--- src/rtl/codec_config.sv ---
// codec_config: drives a fixed codec register init table over a simple
// request/done handshake to an external I2C master, then services
// headphone-volume rewrites (R2/R3) on request.
// Optional build macro CODEC_CFG_RETRY_EN: a NACKed write is re-issued after
// the inter-write gap, up to 3 times per entry, before the block gives up.
module codec_config #(
  parameter logic [6:0] DEV_ADDR    = 7'h1A,
  parameter int          WAIT_CYCLES = 16
) (
  input  logic        sys_clk,
  input  logic        reset,
  input  logic        start,
  input  logic [6:0]  vol_left,
  input  logic [6:0]  vol_right,
  input  logic        vol_update,
  output logic        i2c_req,
  output logic [6:0]  i2c_dev,
  output logic [15:0] i2c_word,
  input  logic        i2c_done,
  input  logic        i2c_nack,
  output logic        busy,
  output logic        ready,
  output logic        error
);

  // Gap counter counts WAIT_CYCLES-1 down to 0; keep at least one bit.
  localparam int GW = (WAIT_CYCLES > 1) ? $clog2(WAIT_CYCLES) : 1;
  localparam logic [GW-1:0] GAP_LAST = GW'((WAIT_CYCLES > 0) ? WAIT_CYCLES - 1 : 0);

  // Table positions of the two volume registers and of the last init entry.
  localparam logic [3:0] IDX_VOL_L = 4'd4;
  localparam logic [3:0] IDX_VOL_R = 4'd5;
  localparam logic [3:0] IDX_LAST  = 4'd9;

  typedef enum logic [2:0] {
    IDLE, LOAD, REQ, WAIT_ACK, GAP, READY, ERR
  } state_t;

  state_t        state, state_nx;
  logic [3:0]    idx, idx_nx;
  logic [GW-1:0] gap_cnt, gap_nx;
  logic          pend, pend_nx;     // volume rewrite requested while busy
  logic          rw, rw_nx;         // current sequence is a volume rewrite
  logic          req_nx;
  logic [15:0]   word_nx;
  logic          ready_nx, error_nx;
  logic          adv;               // current entry finished (gap elapsed)
  logic          again;             // re-issue the same entry instead of advancing
  logic          last;
`ifdef CODEC_CFG_RETRY_EN
  logic [1:0]    retry_cnt, retry_nx;
  logic          redo, redo_nx;
`endif

  // Register word for a table index: {reg_addr[6:0], reg_data[8:0]}.
  function automatic logic [15:0] tbl_word(input logic [3:0] i,
                                           input logic [6:0] vl,
                                           input logic [6:0] vr);
    logic [6:0] ra;
    logic [8:0] rd;
    ra = 7'd0;
    rd = 9'h000;
    case (i)
      4'd0: begin ra = 7'd15; rd = 9'h000;         end  // reset
      4'd1: begin ra = 7'd6;  rd = 9'h000;         end  // power up
      4'd2: begin ra = 7'd0;  rd = 9'h017;         end  // left line in
      4'd3: begin ra = 7'd1;  rd = 9'h017;         end  // right line in
      4'd4: begin ra = 7'd2;  rd = {2'b01, vl};    end  // left headphone
      4'd5: begin ra = 7'd3;  rd = {2'b01, vr};    end  // right headphone
      4'd6: begin ra = 7'd4;  rd = 9'h012;         end  // analog path
      4'd7: begin ra = 7'd5;  rd = 9'h000;         end  // digital path
      4'd8: begin ra = 7'd7;  rd = 9'h00A;         end  // interface format
      4'd9: begin ra = 7'd9;  rd = 9'h001;         end  // activate
      default: begin ra = 7'd0; rd = 9'h000;       end
    endcase
    return {ra, rd};
  endfunction

  assign i2c_dev = DEV_ADDR;
  assign busy    = state inside {LOAD, REQ, WAIT_ACK, GAP};
  assign last    = rw ? (idx == IDX_VOL_R) : (idx == IDX_LAST);

  // Next-state and next-register values; every target defaults to hold.
  always_comb begin
    state_nx = state;
    idx_nx   = idx;
    gap_nx   = gap_cnt;
    pend_nx  = pend;
    rw_nx    = rw;
    req_nx   = i2c_req;
    word_nx  = i2c_word;
    ready_nx = ready;
    error_nx = error;
    adv      = 1'b0;
    again    = 1'b0;
`ifdef CODEC_CFG_RETRY_EN
    retry_nx = retry_cnt;
    redo_nx  = redo;
`endif

    case (state)
      IDLE, ERR: begin
        // Rewrites make no sense before a good init; drop any request.
        pend_nx = 1'b0;
        if (start) begin
          state_nx = LOAD;
          idx_nx   = 4'd0;
          rw_nx    = 1'b0;
          ready_nx = 1'b0;
          error_nx = 1'b0;
`ifdef CODEC_CFG_RETRY_EN
          retry_nx = 2'd0;
          redo_nx  = 1'b0;
`endif
        end
      end
      READY: begin
        // start outranks a same-cycle (or pending) volume rewrite.
        if (start) begin
          state_nx = LOAD;
          idx_nx   = 4'd0;
          rw_nx    = 1'b0;
          pend_nx  = 1'b0;
          ready_nx = 1'b0;
          error_nx = 1'b0;
`ifdef CODEC_CFG_RETRY_EN
          retry_nx = 2'd0;
          redo_nx  = 1'b0;
`endif
        end else if (vol_update || pend) begin
          state_nx = LOAD;
          idx_nx   = IDX_VOL_L;
          rw_nx    = 1'b1;
          pend_nx  = 1'b0;
`ifdef CODEC_CFG_RETRY_EN
          retry_nx = 2'd0;
          redo_nx  = 1'b0;
`endif
        end
      end
      LOAD: begin
        // Volume codes are taken here so late changes are honoured.
        word_nx  = tbl_word(idx, vol_left, vol_right);
        req_nx   = 1'b1;
        state_nx = REQ;
      end
      REQ: begin
        state_nx = WAIT_ACK;
      end
      WAIT_ACK: begin
        if (i2c_done) begin
          req_nx = 1'b0;
          if (i2c_nack) begin
`ifdef CODEC_CFG_RETRY_EN
            if (retry_cnt == 2'd3) begin
              state_nx = ERR;
              error_nx = 1'b1;
            end else begin
              retry_nx = retry_cnt + 2'd1;
              redo_nx  = 1'b1;
              if (WAIT_CYCLES == 0) adv = 1'b1;
              else begin
                state_nx = GAP;
                gap_nx   = GAP_LAST;
              end
            end
`else
            state_nx = ERR;
            error_nx = 1'b1;
`endif
          end else begin
`ifdef CODEC_CFG_RETRY_EN
            redo_nx = 1'b0;
`endif
            if (WAIT_CYCLES == 0) adv = 1'b1;
            else begin
              state_nx = GAP;
              gap_nx   = GAP_LAST;
            end
          end
        end
      end
      GAP: begin
        if (gap_cnt == '0) adv = 1'b1;
        else               gap_nx = gap_cnt - 1'b1;
      end
      default: state_nx = IDLE;
    endcase

`ifdef CODEC_CFG_RETRY_EN
    again = redo_nx;
`endif

    // Entry complete: repeat it, move on, or finish the sequence.
    if (adv) begin
      if (again) begin
        state_nx = LOAD;
      end else if (last) begin
        state_nx = READY;
        ready_nx = 1'b1;
      end else begin
        state_nx = LOAD;
        idx_nx   = idx + 4'd1;
`ifdef CODEC_CFG_RETRY_EN
        retry_nx = 2'd0;
`endif
      end
    end

    // Rewrite requests during a sequence collapse into one pending flag.
    if (busy && vol_update) pend_nx = 1'b1;
  end

  // State and datapath registers with synchronous active-low reset.
  always_ff @(posedge sys_clk) begin
    if (!reset) begin
      state    <= IDLE;
      idx      <= 4'd0;
      gap_cnt  <= '0;
      pend     <= 1'b0;
      rw       <= 1'b0;
      i2c_req  <= 1'b0;
      i2c_word <= 16'h0000;
      ready    <= 1'b0;
      error    <= 1'b0;
`ifdef CODEC_CFG_RETRY_EN
      retry_cnt <= 2'd0;
      redo      <= 1'b0;
`endif
    end else begin
      state    <= state_nx;
      idx      <= idx_nx;
      gap_cnt  <= gap_nx;
      pend     <= pend_nx;
      rw       <= rw_nx;
      i2c_req  <= req_nx;
      i2c_word <= word_nx;
      ready    <= ready_nx;
      error    <= error_nx;
`ifdef CODEC_CFG_RETRY_EN
      retry_cnt <= retry_nx;
      redo      <= redo_nx;
`endif
    end
  end

endmodule

--- config.mk ---
export PLATFORM = sky130hd
export DESIGN_NAME = codec_config
export DESIGN_NICKNAME = d
export VERILOG_FILES = /design/src/rtl/codec_config.sv
export SDC_FILE = /design/constraint.sdc
export NUM_CORES = 1
export LEC_CHECK = 0
export CAP_MARGIN = 40
export CORE_MARGIN = 3
export CORE_UTILIZATION = 32
export DETAILED_ROUTE_END_ITERATION = 10
export GPL_TIMING_DRIVEN = 0
export MAX_ROUTING_LAYER = met4
export SLEW_MARGIN = 20
export SYNTH_ARGS = -nofsm -noshare
export SYNTH_HDL_FRONTEND = slang
export SYNTH_SLANG_ARGS = --single-unit
--- constraint.sdc ---
create_clock -name sys_clk -period 2.34 [get_ports sys_clk]
set_input_delay 0.468 -clock sys_clk [delete_from_list [all_inputs] [get_ports sys_clk]]
set_output_delay 0.468 -clock sys_clk [all_outputs]
set_load 0.05 [all_outputs]
==> run summary, run 1 <==
delay-heaviest family, CP -> buffers and inverters
Final ANT Viol Nets -> 0
clock tree sinks -> 28
core box area -> 4911 µm²
# Post-CTS Setup Buffers -> 0
Root Driver -> clkbuf_8
total track usage -> 14.24%
vias per cell -> 4.950
Slowest cell on crit path -> dfxtp_1
initial antenna violation count -> 0
final setup fails -> 0
commonest non-fill, non-tap cell in the layout -> clkdlybuf4s50_1
Fillers -> 520
total number of vias -> 1569
layout cells sized above 1 -> 12.40%
outcome -> completed
area of the die -> 6199 µm²
clock buffer depth -> 2
# H-tree levels -> 1
Slew HR -> 64.63%
row count -> 25
Worst-Margin Slew -> 530.5 ps
Final nets -> 277
Worst EP required -> 1870 ps
ys async rst share -> 0%
WS Path Type -> flop to primary output
final WL -> 4086 µm
Buf/Inv on CP -> 3
predominant post-synthesis flop cell -> dfxtp_1
CP Cell Sequence -> buf_2, buf_2, nor2_1, xnor2_1, clkbuf_2
post-route clock period utilization -> 85.48%
Setup crit start kind -> flop
register area share after synthesis -> 33.11%
synthesized area -> 1693 µm²
Die X -> 78.74 µm
Critical Path AT -> 1530 ps
drt drc -> 0
Syn Inst Count -> 202
endpoints failing hold -> 0
Initial Util -> 34.47%
PwrDens -> 929.3 nW/µm²
io pins -> 47
drt wl/cell -> 12.89 µm
ant diodes -> 0
Final Non-Filler Cells -> 317
CP Max Fanout -> 10
pre-CTS WS -> 135.7 ps
setup TNS -> 0 ps
max-slew violation count -> 0
commonest cells after routing, fill and taps aside -> 34 x clkdlybuf4s50_1, 28 x dfxtp_1, 14 x nand2_1
Post-synth EDFFs -> 0
max cap viols -> 0
largest net degree at the start of global routing -> 17
critical path's largest stage delay -> 310 ps
Seq cells post-synth -> 28
synth-to-layout area growth -> 31.56%
Fin Clk Skew -> 1.916 ps
placer congestion estimate -> 0.7740
RSZ-0062 raised after global routing -> false
top-area cell type share of the netlist area -> 33.11%
Hold WC Path Type -> flop to flop
top post-synthesis cells by area -> dfxtp_1 33%, buf_4 5.3%, ha_1 4.4%
HPWL after detailed placement -> 3058 µm
cts bufs inserted -> 3
synth unique cells -> 53
Final Util -> 45.35%
overflow left after global routing -> 0
Max VDD drop -> 0.6764 mV
global-route wire length before repair -> 7086 µm
Static Leak -> 0.8661 nW
cell mode on critical path -> buf_2
clock latency on the worst-skew pair -> 270 ps
1st-pass router iterations -> 4
CTS tree -> built
Yosys warnings -> 0
Final min period -> 2000 ps
average size of a mapped cell -> 8.381 µm²
# placed instances -> 313
most area-hungry cell type in the Yosys netlist -> dfxtp_1
Die Span Y -> 78.74 µm
clk slew on worst S/H paths -> 100 ps
Fmax achieved -> 500.0 MHz
port bufs -> 35
setup ws final -> 339.8 ps
Iter 0 DRT Violations -> 77
vias in the first global route -> 1512
Setup crit end kind -> primary output
worst reg2reg max path, cell delays in order (launching register included):
cell and delay, ps:
dfxtp_1 390, inv_1 110, ha_1 260, or3_4 350, and2_4 170, a221o_1 290
a22o_1 170
cell families (layout without fill, tap and decap cells):
| group | after synthesis | count (layout) | share of synthesized area, % |
|---|---|---|---|
| compound gates | 60 | 60 | 26.24 |
| xor+xnor | 3 | 3 | 1.552 |
| fa+ha+maj | 6 | 6 | 4.434 |
| buf+inv | 33 | 72 | 10.79 |
| flops | 28 | 28 | 33.11 |
| mux | 1 | 1 | 0.5913 |
| other cells | 2 | 11 | 0.4436 |
| simple gates | 69 | 69 | 22.84 |
report_power, final:
part | internal (mW) | switching, mW
clock | 0.229 | 0.154
sequential | 0.563 | 0.0644
combinational | 0.381 | 0.677
total | 1.17 | 0.896
registers in the layout (all words and copies together) (netlist names):
| register | cells |
|---|---|
| ready | 1 |
| error | 1 |
| state | 3 |
| idx | 4 |
| pend | 1 |
| rw | 1 |
| i2c_word | 12 |
| gap_cnt | 4 |
| i2c_req | 1 |
metrics by stage:
| step | hold slack [ps] | area [µm²] | power, mW |
|---|---|---|---|
| after floorplan | 467.6 | 1727 | 1.432 |
| after global placement | 445.9 | 2161 | 1.712 |
| after detailed placement | 452.2 | 2161 | 1.714 |
| after CTS | 466.4 | 2231 | 2.092 |
| after global routing | 500.6 | 2227 | 2.220 |
| final | 459.0 | 2227 | 2.070 |
final cells by class:
cell class              instances  area, µm²  area share (%)
flip-flops and latches         28      560.5           25.17
clock buffers                   3      41.29           1.854
clock inverters                 1      30.03           1.348
well taps                      67      83.83           3.764
inverters                       8      30.03           1.348
repair buffers                 35      345.3           15.51
multi-input cells             150      983.4           44.16
plain buffers                  25      152.6           6.854
what timing repair did:
item,in CTS,in global routing
resized for setup,1,2
hold buffers,0,0
setup endpoints to repair,1,1
layer usage:
metal | track usage [%] | vias to the layer above | wire (µm)
met3 | 2.948 | 2 | 202
met5 | - | - | 0
met1 | 17.43 | 714 | 1912
li1 | - | 815 | -
met2 | 24.96 | 38 | 1960
met4 | 1.573 | 0 | 10
final timing paths:
| check | from | endpoint | slack (ps) | depth (start not counted) |
|---|---|---|---|---|
| worst min-delay path | i2c_word[7] | i2c_word[7] | 460 | 2 |
| worst min register to register | i2c_word[7] | i2c_word[7] | 460 | 2 |
| worst max-delay path | state[1] | busy | 340 | 5 |
| worst max register to register | idx[0] | i2c_word[0] | 500 | 6 |
synthesized netlist by cell type (all sizes together), types with 3 or more instances:
cell type and number:
and2 4, a32o 6, inv 8, o21a 4
ha 6, nor2 12, a21oi 12, a22o 5
buf 18, nand2 14, nand3b 3, o21ai 8
a211oi 4, a31oi 4, dfxtp 28, nor2b 8
nand3 5, nor3 9, clkbuf 7
Note: power is estimated with default switching activity, not from simulation.
==> inputs of run 2 (changes only) <==
Settings changed: ABC_CLOCK_PERIOD_IN_PS set to 2340.
==> results of run 2 <==
Final layout, timing and power as in run 1 (identical DEF).
==> inputs of run 3 (changes only) <==
Settings changed: CORE_MARGIN 3 to not set.
==> run 3 against run 2 <==
  * Utilization down 1.9 points
  * Via count down 0.32%
  * Design area down 0.39%
  * Final cell count up 0.95%
==> run summary, run 3 (same netlist as run 1, synthesis figures left out) <==
total track usage -> 15.59% (+1.3 points)
Fillers -> 555 (+6.7%)
post-route clock period utilization -> 95.61% (+10 points)
Iter 0 DRT Violations -> 107 (+39%)
Worst EP required -> 1870 ps (about the same)
RSZ-0062 raised after global routing -> false
hold_sp -> i2c_word[11]
layout cells sized above 1 -> 12.00% (-0.40 points)
reg2reg start -> idx[0]
Initial Util -> 33.15% (-1.3 points)
area of the die -> 5585 µm² (-9.9%)
endpoints failing hold -> 0 (unchanged)
Fmax achieved -> 447.0 MHz (-11%)
clock buffer depth -> 2 (unchanged)
HPWL after detailed placement -> 2972 µm (-2.8%)
final WL -> 3993 µm (-2.3%)
Max VDD drop -> 0.8013 mV (+18%)
commonest non-fill, non-tap cell in the layout -> clkdlybuf4s50_1
clock latency on the worst-skew pair -> 280 ps (about the same)
initial antenna violation count -> 0 (unchanged)
max-slew violation count -> 0 (unchanged)
global-route wire length before repair -> 6479 µm (-8.6%)
setup ws final -> 102.7 ps (-237.1 ps)
PwrDens -> 901.0 nW/µm² (-3.0%)
setup TNS -> 0 ps (unchanged)
max cap viols -> 0 (unchanged)
Final nets -> 277 (unchanged)
Largest Register -> i2c_word
CTS tree -> built
# H-tree levels -> 1 (unchanged)
Die Span Y -> 74.74 µm (-5.1%)
WS Path Type -> flop to primary output
hold_buf cts -> 0 (unchanged)
ant diodes -> 0 (unchanged)
port bufs -> 35 (unchanged)
Worst-Margin Slew -> 561.6 ps (+31.02 ps)
cts bufs inserted -> 3 (unchanged)
drt wl/cell -> 12.48 µm (-3.2%)
commonest cells after routing, fill and taps aside -> 34 x clkdlybuf4s50_1, 28 x dfxtp_1, 14 x nand2_1
Slew HR -> 62.56% (-2.1 points)
row count -> 26 (+4.0%)
pre-CTS WS -> 147.1 ps (+11.36 ps)
Final min period -> 2237 ps (+237.1 ps)
final setup fails -> 0 (unchanged)
Hold WS -> 468.3 ps (+9.234 ps)
Design Area, Final -> 2218 µm² (-0.39%)
vias per cell -> 4.888 (-1.3%)
drt drc -> 0 (unchanged)
max reg flops -> 12 (unchanged)
Setup crit start kind -> flop
Critical Path AT -> 1770 ps (+240 ps)
Final Non-Filler Cells -> 320 (+0.95%)
Crit. Startpoint -> state[1]
outcome -> completed
area post-placement -> 2165 µm² (+0.17%)
Die X -> 74.74 µm (-5.1%)
overflow left after global routing -> 0 (unchanged)
largest net degree at the start of global routing -> 16 (-1)
io pins -> 47 (unchanged)
synth-to-layout area growth -> 31.04%
biggest regs -> i2c_word (12), gap_cnt (4), idx (4)
Static Leak -> 0.8605 nW (-0.65%)
Setup crit end kind -> primary output
1st-pass router iterations -> 4 (unchanged)
placer congestion estimate -> 0.7554 (-2.4%)
CP Max Fanout -> 10 (unchanged)
Root Driver -> clkbuf_8
Hold WC Path Type -> flop to flop
core box area -> 5107 µm² (+4.0%)
# placed instances -> 316 (+0.96%)
vias in the first global route -> 1428 (-5.6%)
clk slew on worst S/H paths -> 100 ps (about the same)
total number of vias -> 1564 (-0.32%)
Final ANT Viol Nets -> 0 (unchanged)
Fin Clk Skew -> 9.189 ps (+7.272 ps)
clock tree sinks -> 28 (unchanged)
-- run 3: cell types whose count changed in the layout (fill, tap and decap cells not counted), sizes merged --
cell	change
bufinv	-1
dlygate4sd2	+1
-- run 3: layout make-up --
type,count,area [µm²],share of cell area [%]
buffer,25,152.6,6.881
sequential,28,560.5,25.27
inverter,8,30.03,1.354
multi-input combinational,150,983.4,44.33
tap,70,87.58,3.948
clock buffer,4,55.05,2.482
timing repair buffer,35,349.1,15.74
-- run 3: critical path, cell delays in order, from the launching register on --
cell,delay [ps]
dfxtp_1,310
buf_2,160
buf_2,190
nor2_1,160
xnor2_1,130
dlygate4sd2_1,540
-- run 3: worst paths after layout --
path / end / slack, ps / cells past startpoint
worst max-delay path: busy / 100 / 5
worst min-delay path: i2c_word[11] / 470 / 2
worst max register to register: i2c_word[0] / 480 / 6
worst min register to register: i2c_word[11] / 470 / 2
-- run 3: layer usage --
metal  wire length (µm)  track usage [%]  vias up
met5                  0                -        -
li1                   -                -      813
met1               1851            18.74      710
met2               1877            26.83       39
met3                246            3.347        2
met4                 19            3.145        0
-- run 3: timing repair --
action,4_1_cts,5_1_grt
buffers inserted,0,0
setup endpoints to repair,1,0
endpoints found under the hold margin,0,0
gates resized for setup,1,0
-- run 3: report_power, final --
| part | internal [mW] | switching, mW |
|---|---|---|
| registers | 0.563 | 0.0634 |
| clock network | 0.151 | 0.158 |
| logic | 0.386 | 0.677 |
-- run 3: per-stage QoR --
step | power (mW) | util [%]
3_3_place_gp | 1.709 | 42.38
5_1_grt | 2.146 | 43.43
6_report | 1.999 | 43.43
3_5_place_dp | 1.712 | 42.38
4_1_cts | 2.014 | 43.43
2_1_floorplan | 1.432 | -
